===== src/rtl/fetch_sequencer.sv =====
// Run-control sequencer for the fetch unit: launch, halt/resume, and resolution of
// branch/call/return into a single zero-latency jump, backed by a return-address stack.
module fetch_sequencer #(
  parameter int ADDR_W      = 8,
  parameter int STACK_DEPTH = 4
) (
  input  logic              clk,
  input  logic              reset_i,
  input  logic              go_i,
  input  logic [ADDR_W-1:0] start_addr_i,
  input  logic [ADDR_W-1:0] pc_i,
  input  logic              halt_req_i,
  input  logic              branch_i,
  input  logic              branch_taken_i,
  input  logic              call_i,
  input  logic              ret_i,
  input  logic [ADDR_W-1:0] target_i,
  input  logic              resume_i,
  output logic              start_o,
  output logic [ADDR_W-1:0] start_addr_o,
  output logic              halt_o,
  output logic              yes_jump_o,
  output logic [ADDR_W-1:0] target_o,
  output logic [2:0]        state_o,
  output logic              stack_err_o,
  output logic [15:0]       cycle_cnt_o
);
  localparam int SP_W = $clog2(STACK_DEPTH) + 1;
  localparam int IX_W = SP_W - 1;

  localparam logic [2:0] S_IDLE   = 3'd0;
  localparam logic [2:0] S_LAUNCH = 3'd1;
  localparam logic [2:0] S_RUN    = 3'd2;
  localparam logic [2:0] S_HALTED = 3'd3;
  localparam logic [2:0] S_FAULT  = 3'd4;

  logic [2:0]        state_q, state_d;
  logic [SP_W-1:0]   sp_q, sp_d;
  logic              err_q, err_d;
  logic [15:0]       cnt_q, cnt_d;
  logic [ADDR_W-1:0] saddr_q, saddr_d;
  logic [ADDR_W-1:0] stack_q [STACK_DEPTH];
  logic              push;
  logic              full, empty;
  logic [IX_W-1:0]   push_idx, pop_idx;
  logic [SP_W-1:0]   sp_m1;

  assign full     = (sp_q == SP_W'(STACK_DEPTH));
  assign empty    = (sp_q == '0);
  assign sp_m1    = sp_q - 1'b1;
  assign push_idx = sp_q[IX_W-1:0];
  assign pop_idx  = sp_m1[IX_W-1:0];

  always_comb begin
    state_d    = state_q;
    sp_d       = sp_q;
    err_d      = err_q;
    cnt_d      = cnt_q;
    saddr_d    = saddr_q;
    push       = 1'b0;
    start_o    = 1'b0;
    halt_o     = 1'b1;
    yes_jump_o = 1'b0;
    target_o   = target_i;
    case (state_q)
      S_IDLE: begin
        if (go_i) begin
          saddr_d = start_addr_i;
          state_d = S_LAUNCH;
        end
      end
      S_LAUNCH: begin
        start_o = 1'b1;
        halt_o  = 1'b0;
        sp_d    = '0;
        cnt_d   = '0;
        err_d   = 1'b0;
        state_d = S_RUN;
      end
      S_RUN: begin
        halt_o = 1'b0;
        if (cnt_q != 16'hFFFF) cnt_d = cnt_q + 16'd1;
        // Fixed priority: halt > ret > call > branch
        if (halt_req_i) begin
          halt_o  = 1'b1;
          state_d = S_HALTED;
        end else if (ret_i) begin
          if (!empty) begin
            yes_jump_o = 1'b1;
            target_o   = stack_q[pop_idx];
            sp_d       = sp_m1;
          end else begin
            err_d   = 1'b1;
            state_d = S_FAULT;
          end
        end else if (call_i) begin
          if (!full) begin
            yes_jump_o = 1'b1;
            push       = 1'b1;
            sp_d       = sp_q + 1'b1;
          end else begin
            err_d   = 1'b1;
            state_d = S_FAULT;
          end
        end else if (branch_i && branch_taken_i) begin
          yes_jump_o = 1'b1;
        end
      end
      S_HALTED: begin
        if (go_i) begin
          saddr_d = start_addr_i;
          state_d = S_LAUNCH;
        end else if (resume_i) begin
          state_d = S_RUN;
        end
      end
      S_FAULT: begin
        if (go_i) begin
          saddr_d = start_addr_i;
          state_d = S_LAUNCH;
        end
      end
      default: state_d = S_IDLE;
    endcase
  end

  always_ff @(posedge clk) begin
    if (reset_i) begin
      state_q <= S_IDLE;
      sp_q    <= '0;
      err_q   <= 1'b0;
      cnt_q   <= '0;
      saddr_q <= '0;
    end else begin
      state_q <= state_d;
      sp_q    <= sp_d;
      err_q   <= err_d;
      cnt_q   <= cnt_d;
      saddr_q <= saddr_d;
    end
  end

  // Stack storage needs no reset; sp alone defines which entries are live.
  always_ff @(posedge clk) begin
    if (push && !reset_i) stack_q[push_idx] <= pc_i + ADDR_W'(1);
  end

  assign state_o      = state_q;
  assign stack_err_o  = err_q;
  assign cycle_cnt_o  = cnt_q;
  assign start_addr_o = saddr_q;
endmodule


===== config.mk =====
export PLATFORM = sky130hd
export DESIGN_NAME = fetch_sequencer
export DESIGN_NICKNAME = d
export VERILOG_FILES = /design/src/rtl/fetch_sequencer.sv
export SDC_FILE = /design/constraint.sdc
export NUM_CORES = 1
export LEC_CHECK = 0
export ABC_AREA = 0
export CAP_MARGIN = 20
export CORE_UTILIZATION = 45
export DETAILED_ROUTE_END_ITERATION = 6
export DONT_BUFFER_PORTS = 1
export GPL_ROUTABILITY_DRIVEN = 0
export SYNTH_ARGS = -nofsm -noshare
export SYNTH_HDL_FRONTEND = slang
export SYNTH_SLANG_ARGS = --single-unit
export TNS_END_PERCENT = 1

===== constraint.sdc =====
create_clock -name clk -period 3.2 [get_ports clk]
set_input_delay 0.48 -clock clk [delete_from_list [all_inputs] [get_ports clk]]
set_output_delay 0.48 -clock clk [all_outputs]
set_load 0.01 [all_outputs]

* Yosys cells after proc, flatten, opt, wreduce, memory -nomap -nowiden *
Memories as Yosys holds them, arrays and structs flattened.
Cells that the tools add are included.
W data, S select, Z words.

operators by class
  reduce and logical (&&, ||, !) cells = 13
  eq/ne operators = 18
  add/subtract/negate cells = 4
  multiplexer cells = 43

operators by type and width
  kind                     number
  $mux W3                  13
  $mux W8                  4
  $pmux W16 S2             1
  $mux W1                  20
  $ne A3 B3 Y1 const B     6
  $add A16 B1 Y16 const B  1
  $mux W16                 1
  $ne A16 B16 Y1 const B   1
  $reduce_and A5 Y1        3
  $ne A4 B4 Y1 const B     3
  $pmux W3 S4              1
  $add A8 B1 Y8 const B    1
  $eq A3 B2 Y1 const B     2
  $eq A3 B3 Y1 const B     2
  $logic_not A3 Y1         2
  $pmux W3 S2              1
  $ne A2 B2 Y1 const B     2
  $pmux W1 S2              2
  $reduce_and A2 Y1        2
  $add A3 B1 Y3 const B    1
  $eq A3 B1 Y1 const B     1
  $reduce_or A3 Y1         1
  $sub A3 B1 Y3 const B    1
  $logic_and A1 B1 Y1      2
  4 further kinds          4

word-level totals
  bits in writable memories = 32
  input bits = 33
  memories kept = 1
  flip-flop bits (word level) = 31
  word-level logic and storage cells = 84

memory list
  memory   depth  width  rd ports  clocked after memory_dff  write ports  RTL line  source
  stack_q  4      8      1         0                         1            42        logic [ADDR_W-1:0] stack_q [STACK_DEPTH];

* Longest topological paths before layout *
  depth after elaboration = 9
  depth in mapped cells = 7
  depth with buffers taken out = 6

* Worst setup path after synthesis *
OpenSTA, ideal clock, no wires.

  path type = reg-to-output
  start point = reg sp_q[0]
  end point = out target_o[0]
  path buffers = 2
  cell stages (with the launch flop) = 7
  arrival = 2.235 ns
  path slack = 0.485 ns
  cells stage by stage = dfxtp_1 clkbuf_1 inv_1 ha_1 buf_1 mux4_2 mux2_2

between the ends
  word-level cells in the longest chain between the ends = 6
  elaborated cells between the ends (all ways) = 7
  classes of those cells = 1 x add/sub; 4 x mux; 1 x reduce/logical; 1 x memory

ends and longest elaborated chain
  item                    RTL line  source
  start, declared         38        logic [SP_W-1:0] sp_q, sp_d;
  start signal, assigned  136       sp_q <= sp_d;
  $sub A3 B1 Y3           50        assign sp_m1 = sp_q - 1'b1;
  $mem_v2 Z4 W8           -
  $mux W8 *               88        if (!empty) begin
  $mux W8 *               87        end else if (ret_i) begin
  $mux W8 *               84        if (halt_req_i) begin
  $mux W8 *               65        case (state_q)
  end, declared           23        output logic [ADDR_W-1:0] target_o,

Every way passes the cells marked *; elsewhere a longest branch is shown, timed or not.

* Worst setup path after layout *
  start point = reg state_q[1] (netlist: state_o[1])
  end point = out target_o[0]

between the ends
  word-level cells in the longest chain between the ends = 2

ends and longest elaborated chain
  item                    RTL line  source
  start, declared         37        logic [2:0] state_q, state_d;
  start signal, assigned  135       state_q <= state_d;
  $eq A3 B2 Y1            65
  $mux W8                 65

No other way between the ends.

==> impl_metrics.env <==
export IMPL_track_usage=0.180
export IMPL_insertion_delay_ns=0.33
export IMPL_syn_area_um2=3100
export IMPL_synth_edf_count=32
export IMPL_fp_dieW_um=85.0
export IMPL_hpwl_mm=4.36
export IMPL_ios=72
export IMPL_drv_cap=0
export IMPL_drt_initial_drc_count=93
export IMPL_max_freq_ghz=0.336
export IMPL_hold_violations=0
export IMPL_finalPower_mw=1.84
export IMPL_hold_path_class="in -> reg"
export IMPL_fin_crit_sh=0.931
export IMPL_p_int_mw=1.34
export IMPL_layout_nets=313
export IMPL_path_class="reg -> out"
export IMPL_layout_common_cells="edfxtp_1 (32), dfxtp_1 (31), nor2_1 (16)"
export IMPL_leakage_nw=1.11
export IMPL_whs_path_depth=1
export IMPL_p_sw_mw=0.503
export IMPL_core_um2=6490
export IMPL_antenna_found_initial=0
export IMPL_yosysSeqAreaShare=0.510
export IMPL_vias=2141
export IMPL_cts_sinks=63
export IMPL_post_cts_buffers=0
export IMPL_drc_errors=0
export IMPL_path_clk_slew_ns=0.07
export IMPL_fin_crit_ns=2.98
export IMPL_place_ws_ns=0.511
export IMPL_grt_pass1_vias=2073
export IMPL_worst_pin_slew_ns=0.921
export IMPL_slew_violations=0
export IMPL_worstPathArrival_ns=2.50
export IMPL_p_per_area_nw_per_um2=549
export IMPL_io_buffers=0
export IMPL_grt_overflow=0
export IMPL_die_h_um=85.0
export IMPL_critical_path_cell_chain="nor4b_2 -> o211ai_1 -> mux2_2"
export IMPL_synth_nets=314
export IMPL_area_sequential_um2=1580
export IMPL_setup_violations_final=0
export IMPL_clock_skew_ns=0.0100
export IMPL_root_buffer="clkbuf_8"
export IMPL_dieArea_um2=7230
export IMPL_reg2regPathDepth=4
export IMPL_async_reset_ff_frac=0
export IMPL_grt_max_degree=23
export IMPL_p_clk_frac=0.367
export IMPL_wirelength_mm=6.16
export IMPL_diodes=0
export IMPL_rows=29
export IMPL_grt_pass1_wl_mm=9.97
export IMPL_finalSetupTns_ns=0
export IMPL_cp_data_required_time_ns=2.72
export IMPL_cts_made_buffers=9
export IMPL_cts_tree="yes"
export IMPL_final_common_cell="edfxtp_1"
export IMPL_ys_types=51
export IMPL_multiInputGateArea_um2=1450
export IMPL_via_per_inst=6.03
export IMPL_seqPwrFrac=0.508
export IMPL_max_stage_delay_ns=0.69
export IMPL_critPathMaxFanout=16
export IMPL_end_kind="primary output"
export IMPL_post_drt_wl_per_cell_um=17.3
export IMPL_avgSynthCellArea_um2=11.3
export IMPL_rsz0062_at_grt="no"
export IMPL_start_util=0.478
export IMPL_synth_cells=274
export IMPL_comb_power_share=0.126
export IMPL_relSlewSlack=0.383
export IMPL_ys_ff_latch=63
export IMPL_drive_gt1_frac=0.155
export IMPL_synth_main_ff_cell="edfxtp_1"
export IMPL_worst_setup_path_start_kind="flip-flop"
export IMPL_cts_resized=0
export IMPL_ys_warn_count=0
export IMPL_hold_buffers=0
export IMPL_switching_share=0.273
export IMPL_ir_drop_uv=275
export IMPL_cts_max_path_buffers=2
export IMPL_status="complete, no violations"
export IMPL_cpMaxStageDelayCell="dfxtp_1"
export IMPL_fin_ws_ns=0.219
export IMPL_htreeDepth=3
export IMPL_first_pass_iters=4
export IMPL_num_fill_cells=577
export IMPL_area_delta_synth_final_pct=8.15
export IMPL_ant_nets=0
==> path summary, 6_finish.rpt <==
| check | to | startpoint | slack (ns) |
|---|---|---|---|
| setup reg to reg | cycle_cnt_o[10]$_SDFFE_PP0P_ | state_o[0]$_SDFFE_PP0P_ | 0.77 |
| hold reg to reg | cycle_cnt_o[15]$_SDFFE_PP0P_ | cycle_cnt_o[15]$_SDFFE_PP0P_ | 0.55 |
| hold / removal | start_addr_o[1]$_SDFFE_PP0P_ | reset_i | 0.22 |
| setup / recovery | target_o[0] | state_o[1]$_SDFFE_PP0P_ | 0.22 |
==> per-stage QoR <==
step | std cells | util | cell area, µm² | hold WS (ns)
after floorplan | 274 | - | 3100 | 0.508
after detailed placement | 339 | 0.487 | 3160 | 0.548
after CTS | 355 | 0.517 | 3360 | 0.201
after global placement | 339 | 0.487 | 3160 | 0.535
final | 355 | 0.517 | 3360 | 0.221
after global routing | 355 | 0.517 | 3360 | 0.196
==> cells by family (layout without fill, tap and decap cells) <==
kind of cell	after synthesis	after routing	synth area share
and+or+nand+nor	99	99	0.181
DFF	63	63	0.510
AOI/OAI and AO/OA	48	48	0.104
muxes	27	27	0.123
buffers and inverters	20	24	0.0246
xor gates and xnor gates	10	10	0.0282
adders and majority gates	7	7	0.0282
==> power groups by stage <==
stage	sequential [mW]	clock, mW	combinational (mW)
2_1_floorplan	0.925	0	0.218
3_3_place_gp	0.951	0	0.231
3_5_place_dp	0.953	0	0.234
4_1_cts	0.935	0.700	0.234
5_1_grt	0.942	0.730	0.260
6_report	0.934	0.675	0.231
==> synthesized netlist by cell type (2+ instances only) <==
cell	count	area, µm²
a21oi_1	14	70.1
nor2_1	16	60.1
or3_1	3	18.8
ha_1	7	87.6
mux2i_1	9	90.1
or4_1	10	75.1
nand2b_1	2	12.5
clkbuf_1	12	45.0
and3_1	2	12.5
xor2_1	3	26.3
and4_1	3	26.3
o21a_1	3	22.5
or2_2	2	12.5
and2_1	3	18.8
nand4_1	10	62.6
nand2_1	15	56.3
o31ai_1	9	67.6
o21ai_0	4	20.0
nand3_1	12	60.1
edfxtp_1	32	961
dfxtp_1	31	621
o211ai_1	2	15.0
nor4_1	2	12.5
mux2_2	10	113
inv_1	6	22.5
nor3_1	10	50.1
o41ai_1	2	17.5
mux4_2	8	180
a31oi_1	4	25.0
xnor2_1	7	61.3
==> final cells by class <==
type | instances | share of cell area
Inverter | 6 | 0.00671
Multi-Input combinational cell | 191 | 0.431
Timing Repair Buffer | 2 | 0.00447
Sequential cell | 63 | 0.471
Tap cell | 77 | 0.0287
Clock buffer | 9 | 0.0369
Clock inverter | 7 | 0.0213
==> state kept, by name (all words and copies together), names as in the netlist <==
register      cells
cycle_cnt_o      16
sp_q              3
stack_err_o       1
stack_q          32
start_addr_o      8
state_o           3
==> layer usage <==
layer,up-vias,GRT usage,share of wire
met1,1009,0.230,0.46
met4,0,0.0863,0.021
met3,11,0.0603,0.061
met5,-,0,0
met2,62,0.274,0.45
li1,1059,-,-
==> critical path, delay by kind of cell, from the launching register on <==
kind / cells / cell delay, ns
muxes: 1 / 0.46
and+or+nand+nor: 1 / 0.53
DFF: 1 / 0.69
AOI/OAI and AO/OA: 1 / 0.50
Power figures use the tool's default switching activity.
